==> src/rtl/rgb_pkg.sv <==
// rgb_pkg: shared types and constants for the RGB LED scheduler.
//   state_t  : scheduler FSM state encoding (IDLE, SHOW, GAP)
//   BGR_*    : 3-bit LED colour codes, bit2=B, bit1=G, bit0=R
package rgb_pkg;

  typedef enum logic [1:0] {
    IDLE = 2'd0,
    SHOW = 2'd1,
    GAP  = 2'd2
  } state_t;

  localparam logic [2:0] BGR_OFF = 3'b000;
  localparam logic [2:0] RED     = 3'b001;
  localparam logic [2:0] GREEN   = 3'b010;
  localparam logic [2:0] YELLOW  = 3'b011;
  localparam logic [2:0] BLUE    = 3'b100;
  localparam logic [2:0] MAGENTA = 3'b101;
  localparam logic [2:0] CYAN    = 3'b110;
  localparam logic [2:0] WHITE   = 3'b111;

endpackage

==> src/rtl/rr_arbiter.sv <==
// rr_arbiter: combinational round-robin pick.
//   req     [NREQ-1:0] : request vector
//   pointer [PW-1:0]   : index of the last winner; search starts at pointer+1
//   winner  [NREQ-1:0] : one-hot winner, all zero when req is zero
module rr_arbiter #(
  parameter int NREQ = 4,
  parameter int PW   = 2
) (
  input  logic [NREQ-1:0] req,
  input  logic [PW-1:0]   pointer,
  output logic [NREQ-1:0] winner
);

  int unsigned idx;
  logic        found;

  always_comb begin
    winner = '0;
    found  = 1'b0;
    idx    = 0;
    for (int unsigned k = 1; k <= NREQ; k++) begin
      idx = (32'(pointer) + k) % NREQ;
      if (!found && req[idx]) begin
        winner[idx] = 1'b1;
        found       = 1'b1;
      end
    end
  end

endmodule

==> src/rtl/rgb_led_scheduler.sv <==
// rgb_led_scheduler: shares one RGB LED between NREQ status requesters with
// round-robin fairness, a minimum dwell of DWELL ticks and a one-tick dark gap
// between owners. All outputs are registered.
//   clk, rst_n : clock, asynchronous active-low reset
//   tick       : single-cycle time-base enable
//   req        : per-requester level request
//   color_in   : BGR colour per requester, requester i at [3i+2:3i]
//   blink_in   : per-requester blink enable (only with RGB_BLINK_EN)
//   grant      : one-hot current owner, zero when none
//   busy       : high in SHOW and GAP
//   BGR        : LED drive, bit2=B, bit1=G, bit0=R
// Optional feature macro: RGB_BLINK_EN (blinking owner colour during SHOW).
module rgb_led_scheduler
  import rgb_pkg::*;
#(
  parameter int NREQ  = 4,
  parameter int DWELL = 3,
  parameter int CNTW  = 4
) (
  input  logic              clk,
  input  logic              rst_n,
  input  logic              tick,
  input  logic [NREQ-1:0]   req,
  input  logic [3*NREQ-1:0] color_in,
`ifdef RGB_BLINK_EN
  input  logic [NREQ-1:0]   blink_in,
`endif
  output logic [NREQ-1:0]   grant,
  output logic              busy,
  output logic [2:0]        BGR
);

  localparam int PW = (NREQ > 1) ? $clog2(NREQ) : 1;

  state_t            state, state_nx;
  logic [CNTW-1:0]   cnt, cnt_nx;
  logic [PW-1:0]     ptr, ptr_nx;
  logic [NREQ-1:0]   grant_nx;
  logic              busy_nx;
  logic [2:0]        bgr_nx;

  logic [NREQ-1:0]   win;
  logic [PW-1:0]     win_idx;
  logic [2:0]        win_col, owner_col, cur_col, shown;
  logic              owner_req, others_req, load, stay_tick;

`ifdef RGB_BLINK_EN
  logic [2:0] col, col_nx;
  logic       blk, blk_nx, lit, lit_nx;
  assign cur_col = col;
`else
  assign cur_col = BGR;
`endif

  rr_arbiter #(.NREQ(NREQ), .PW(PW)) u_arb (
    .req    (req),
    .pointer(ptr),
    .winner (win)
  );

  always_comb begin
    win_idx = '0;
    for (int unsigned i = 0; i < NREQ; i++)
      if (win[i]) win_idx = PW'(i);
  end

  // The pointer always holds the current owner's index while in SHOW.
  assign win_col    = color_in[3*int'(win_idx) +: 3];
  assign owner_col  = color_in[3*int'(ptr) +: 3];
  assign owner_req  = |(req & grant);
  assign others_req = |(req & ~grant);

  always_comb begin
    state_nx  = state;
    cnt_nx    = cnt;
    ptr_nx    = ptr;
    grant_nx  = grant;
    busy_nx   = busy;
    bgr_nx    = BGR;
    load      = 1'b0;
    stay_tick = 1'b0;
    shown     = cur_col;
`ifdef RGB_BLINK_EN
    col_nx = col;
    blk_nx = blk;
    lit_nx = lit;
`endif
    case (state)
      IDLE: load = |req;
      SHOW: begin
        // Owner dropping req wins over a same-cycle tick.
        if (!owner_req) begin
          state_nx = GAP;
          grant_nx = '0;
          bgr_nx   = BGR_OFF;
        end else if (tick) begin
          if (cnt == CNTW'(1)) begin
            if (others_req) begin
              state_nx = GAP;
              grant_nx = '0;
              bgr_nx   = BGR_OFF;
            end else begin
              cnt_nx    = CNTW'(DWELL);
              shown     = owner_col;
              stay_tick = 1'b1;
            end
          end else begin
            cnt_nx    = cnt - CNTW'(1);
            stay_tick = 1'b1;
          end
        end
      end
      GAP: begin
        if (tick) begin
          if (|req) begin
            load = 1'b1;
          end else begin
            state_nx = IDLE;
            busy_nx  = 1'b0;
          end
        end
      end
      default: state_nx = IDLE;
    endcase

    if (load) begin
      state_nx = SHOW;
      grant_nx = win;
      ptr_nx   = win_idx;
      cnt_nx   = CNTW'(DWELL);
      busy_nx  = 1'b1;
      bgr_nx   = win_col;
`ifdef RGB_BLINK_EN
      col_nx = win_col;
      blk_nx = blink_in[win_idx];
      lit_nx = 1'b1;
`endif
    end

    if (stay_tick) begin
`ifdef RGB_BLINK_EN
      col_nx = shown;
      lit_nx = ~lit;
      bgr_nx = (blk && lit) ? BGR_OFF : shown;
`else
      bgr_nx = shown;
`endif
    end
  end

  always_ff @(posedge clk or negedge rst_n) begin
    if (!rst_n) begin
      state <= IDLE;
      cnt   <= '0;
      ptr   <= PW'(NREQ - 1);
      grant <= '0;
      busy  <= 1'b0;
      BGR   <= BGR_OFF;
`ifdef RGB_BLINK_EN
      col   <= BGR_OFF;
      blk   <= 1'b0;
      lit   <= 1'b0;
`endif
    end else begin
      state <= state_nx;
      cnt   <= cnt_nx;
      ptr   <= ptr_nx;
      grant <= grant_nx;
      busy  <= busy_nx;
      BGR   <= bgr_nx;
`ifdef RGB_BLINK_EN
      col   <= col_nx;
      blk   <= blk_nx;
      lit   <= lit_nx;
`endif
    end
  end

endmodule

==> config.mk <==
export PLATFORM = sky130hd
export DESIGN_NAME = rgb_led_scheduler
export DESIGN_NICKNAME = d
export VERILOG_FILES = /design/src/rtl/rgb_pkg.sv /design/src/rtl/rr_arbiter.sv /design/src/rtl/rgb_led_scheduler.sv
export SDC_FILE = /design/constraint.sdc
export NUM_CORES = 1
export LEC_CHECK = 0
export ABC_AREA = 1
export CAP_MARGIN = 0
export CORE_ASPECT_RATIO = 1.4
export CORE_UTILIZATION = 54
export DETAILED_ROUTE_END_ITERATION = 16
export PLACE_DENSITY = 0.85
export SETUP_SLACK_MARGIN = 0.15
export SLEW_MARGIN = 20
export SYNTH_ARGS = -nofsm -noshare
export SYNTH_HDL_FRONTEND = slang
export SYNTH_HIERARCHICAL = 1
export SYNTH_SLANG_ARGS = --single-unit
==> constraint.sdc <==
create_clock -name clk -period 3.4 [get_ports clk]
set_clock_uncertainty 0.05 [all_clocks]
set_input_delay 1.02 -clock clk [delete_from_list [all_inputs] [get_ports clk]]
set_output_delay 1.02 -clock clk [all_outputs]
set_load 0.01 [all_outputs]
==> impl_summary.txt <==
----------------------------------------------------
[Worst setup path]
  FF-to-FF End ... BGR[1]
  Critical Path RT ... 3490 ps
  Worst path bufs/invs ... 2
  Worst Setup Start Kind ... input pin
  Critical path type ... input pin to register
  CP peak stage delay ... 520 ps
  Arrival time worst endpoint ... 3080 ps
  Cell seen most often among critical-path stages ... nand2_1
  Depth of the most critical reg-to-reg path ... 18
  Worst-path cell chain ... clkdlybuf4s50_1, nand2_1, nand3_2, nand2_4, nand2_4, nor2_4, nand2_1, nand3_1, inv_1, o21ai_1, nand2_1, nand2_1, nand2_1, nand2_1, nand2_1, nand2_1, nand2_1
  Cell at the slowest stage of the critical path ... clkdlybuf4s50_1
  R2r startpoint ... ptr[1]
  Largest fanout on the critical path ... 6
  Crit-path leading delay family ... simple AND/OR/NAND/NOR gates
  Reg-to-reg setup timing slack ... 770 ps
  CP endpoint kind ... register

[Finish]
  Fraction of final layout cells with drive strength greater than 1 ... 0.1204
  Filler instances ... 283
  Antenna diode instance count ... 0
  Total number of nets in the final design ... 330
  Filler-free cell count of the finished design ... 336
  Area overhead of the layout relative to synthesis ... 21.50%
  Finished layout cell area ... 2001 um2

[Yosys]
  Multiplexer share of the synthesized area ... 0
  Mean instance size in the synthesized netlist ... 6.121 um2
  Simple-gate area share of the yosys netlist ... 0.4795
  Yosys cell types ... 24
  Compound-Gate Fraction of Synth Area ... 0.06991
  Syn. warnings ... 6
  Sequential fraction of the synthesis area ... 0.2447
  Summed instance area of the synthesized netlist ... 1647 um2
  Largest family of logic cells by synthesized area ... simple AND/OR/NAND/NOR gates
  Adder-cell area share of the yosys netlist ... 0.07599
  Total nets after synthesis ... 298
  Xor and xnor area share after synthesis ... 0.01064
  Cell count after synthesis ... 269
  #FFs+latches synth ... 16

[Status]
  Run status ... complete, no violations

[Placed design]
  Pre-CTS WS ... 61.38 ps
  IO Port Bufs ... 26
  Post-detail-place hpwl ... 2887 um
  Post-place instance area ... 1959 um2
  Total instance count after detailed placement ... 333
  Weighted congestion at the end of routability-driven global placement ... 0.8828

[STA]
  Period Utilization, post-route ... 0.8794
  Final period demand of the worst path ... 2990 ps
  Fin. max-slew vios ... 0
  Slew at the pin closest to its max-slew limit ... 707.5 ps
  Slew HR ... 0.5268
  Final setup violation count ... 0
  Final hold violation count ... 0
  Final Worst Setup Slack ... 410.0 ps
  Setup repair after global routing missed its margin ... false
  Total negative slack for setup checks ... 0 ps
  Upper clock frequency limit ... 0.3344 GHz

[Detailed routing]
  Overall routed net length ... 3658 um
  Final routed wire length divided by cell count ... 10.89 um
  Number of violations reported at the end of detailed-routing iteration 0 ... 41
  Vias per cell ... 4.991
  Vias after detailed routing ... 1677
  Count of TritonRoute iterations in the first routing pass ... 4
  Routed Antenna Nets ... 0
  # DRC ... 0

[Flow run]
  Max-cap viol count ... 0

[Global routing]
  Antenna violations before repair ... 0
  Via count of the first global-routing pass ... 1545
  Largest net degree at the start of global routing ... 19
  Total routing usage reported by global routing ... 0.2407
  First-pass GRT wire length ... 6216 um
  Sum of overflow across all layers after global routing ... 0

[Clock tree]
  Clock insertion delay at the later pin of the skew report ... 250 ps
  Number of sinks on the clock net ... 16
  Root buffer cell ... clkbuf_8
  Clock slew at reported path FFs ... 60 ps
  Number of buffers on the longest clock path ... 2
  CTS HTree Levels ... 1
  Count of hold-fix buffers inserted at cts ... 0
  Clock tree from TritonCTS ... built
  Clock buffer count from CTS ... 3

[Power and ir drop]
  Psw ... 1.005 mW
  Clk pwr share ... 0.077
  Logic pwr share ... 0.748
  Net switching share of the total power ... 0.5439
  Int Pwr ... 0.8428 mW
  Cell leakage power ... 1.088 nW
  Register share of total power ... 0.175
  Highest ir drop seen on vdd ... 0.0006712 V
  Power Dens Cells ... 923.6 nW/um2

[Hold path]
  Worst Hold Path EP ... BGR[0]
  Type of the tightest min-delay check ... register to register
  Worst Hold Path Cells ... 2
  Min-delay src ... BGR[0]

[Floorplanning]
  Starting Density ... 0.5722
  Die area ... 3277 um2
  Number of rows created at floorplan ... 23
  Die Span X ... 48.67 um
  Height of the die ... 67.34 um
  Count of boundary I/O pins ... 27
  Area inside the core boundary ... 2878 um2

----------------------------------------------------
## cell families (layout without fill, tap and decap cells)
family / after synthesis / count (layout)
AOI/OAI and AO/OA: 20 / 20
and+or+nand+nor: 171 / 171
buffers and inverters: 50 / 80
DFF: 16 / 16
xor gates and xnor gates: 2 / 2
adders and majority gates: 10 / 10
## worst max path at each step
stage | startpoint | endpoint | slack [ps] | cells after the start
6_report | req[2] | BGR[1] | 410 | 17
5_1_grt | req[2] | BGR[2] | 160 | 17
4_1_cts | req[2] | BGR[1] | 330 | 17
3_5_place_dp | req[2] | BGR[1] | 60 | 17
3_3_place_gp | req[2] | BGR[2] | 80 | 17
2_1_floorplan | ptr[1] | BGR[0] | 870 | 18
## stage by stage
| stage | power, mW | utilization | hold slack [ps] |
|---|---|---|---|
| final | 1.848 | 0.6952 | 421.3 |
| after detailed placement | 1.694 | 0.6809 | 419.2 |
| after floorplan | 1.369 | - | 413.8 |
| after global routing | 2.043 | 0.6952 | 451.0 |
| after CTS | 1.842 | 0.6952 | 433.0 |
| after global placement | 1.671 | 0.6809 | 408.9 |
## registers in the layout, indices dropped and copies added (netlist names)
signal and cells:
BGR 3, busy 1, cnt 4, grant 4
ptr 2, state 2
## worst min-delay path, cell delays in order (launching register included)
cell	delay (ps)
dfrtp_1	340
nand2_1	50
nand2_1	50
## power groups by stage
| stage | sequential (mW) | clock (mW) | combinational (mW) |
|---|---|---|---|
| 2_1_floorplan | 0.350 | 0 | 1.02 |
| 4_1_cts | 0.323 | 0.145 | 1.37 |
| 6_report | 0.323 | 0.143 | 1.38 |
| 3_3_place_gp | 0.323 | 0 | 1.35 |
| 3_5_place_dp | 0.326 | 0 | 1.37 |
| 5_1_grt | 0.330 | 0.154 | 1.56 |
## timing repair
action,CTS,global route
setup buffers,0,0
resized for setup,0,1
endpoints found under the setup margin,0,3
## layer usage
metal / GRT usage / up-vias / routed length (um)
met4: 0.09559 / 0 / 38
met1: 0.2469 / 750 / 1559
met2: 0.4948 / 33 / 1995
li1: - / 889 / -
met5: 0 / - / 0
met3: 0.02252 / 5 / 64
## synthesized netlist by cell type (all sizes together)
library cell | instances | area (um2)
o31ai | 1 | 7.510
xor2 | 1 | 8.760
nand2 | 121 | 496.7
ha | 10 | 125.1
nor2 | 10 | 82.57
nor3 | 1 | 5.000
dfstp | 2 | 52.55
a21oi | 9 | 52.55
nand3 | 39 | 205.2
xnor2 | 1 | 8.760
o22ai | 2 | 12.51
o21a | 1 | 7.510
buf | 2 | 16.26
o21ai | 7 | 35.03
inv | 48 | 180.2
dfrtp | 14 | 350.3
## layout by cell type (no fill, tap or decap), types with 3 or more instances in the layout
master,n
inv_2,5
dfrtp_1,14
nor2_1,4
buf_4,3
a21oi_1,7
o21ai_1,4
nor2_4,6
inv_1,43
o21ai_0,3
nand2_1,108
ha_1,10
nand2_2,11
clkdlybuf4s50_1,26
nand3_1,37
clkbuf_8,3
## layout make-up
cell class                 instances  area [um2]  area share
clock buffer                       3       41.29     0.02064
inverter                          48       180.2     0.09006
multi-input combinational        203        1047      0.5234
sequential                        16       402.9      0.2014
tap                               37       46.29     0.02314
timing repair buffer              29       282.8      0.1413
Power figures use the tool's default switching activity.
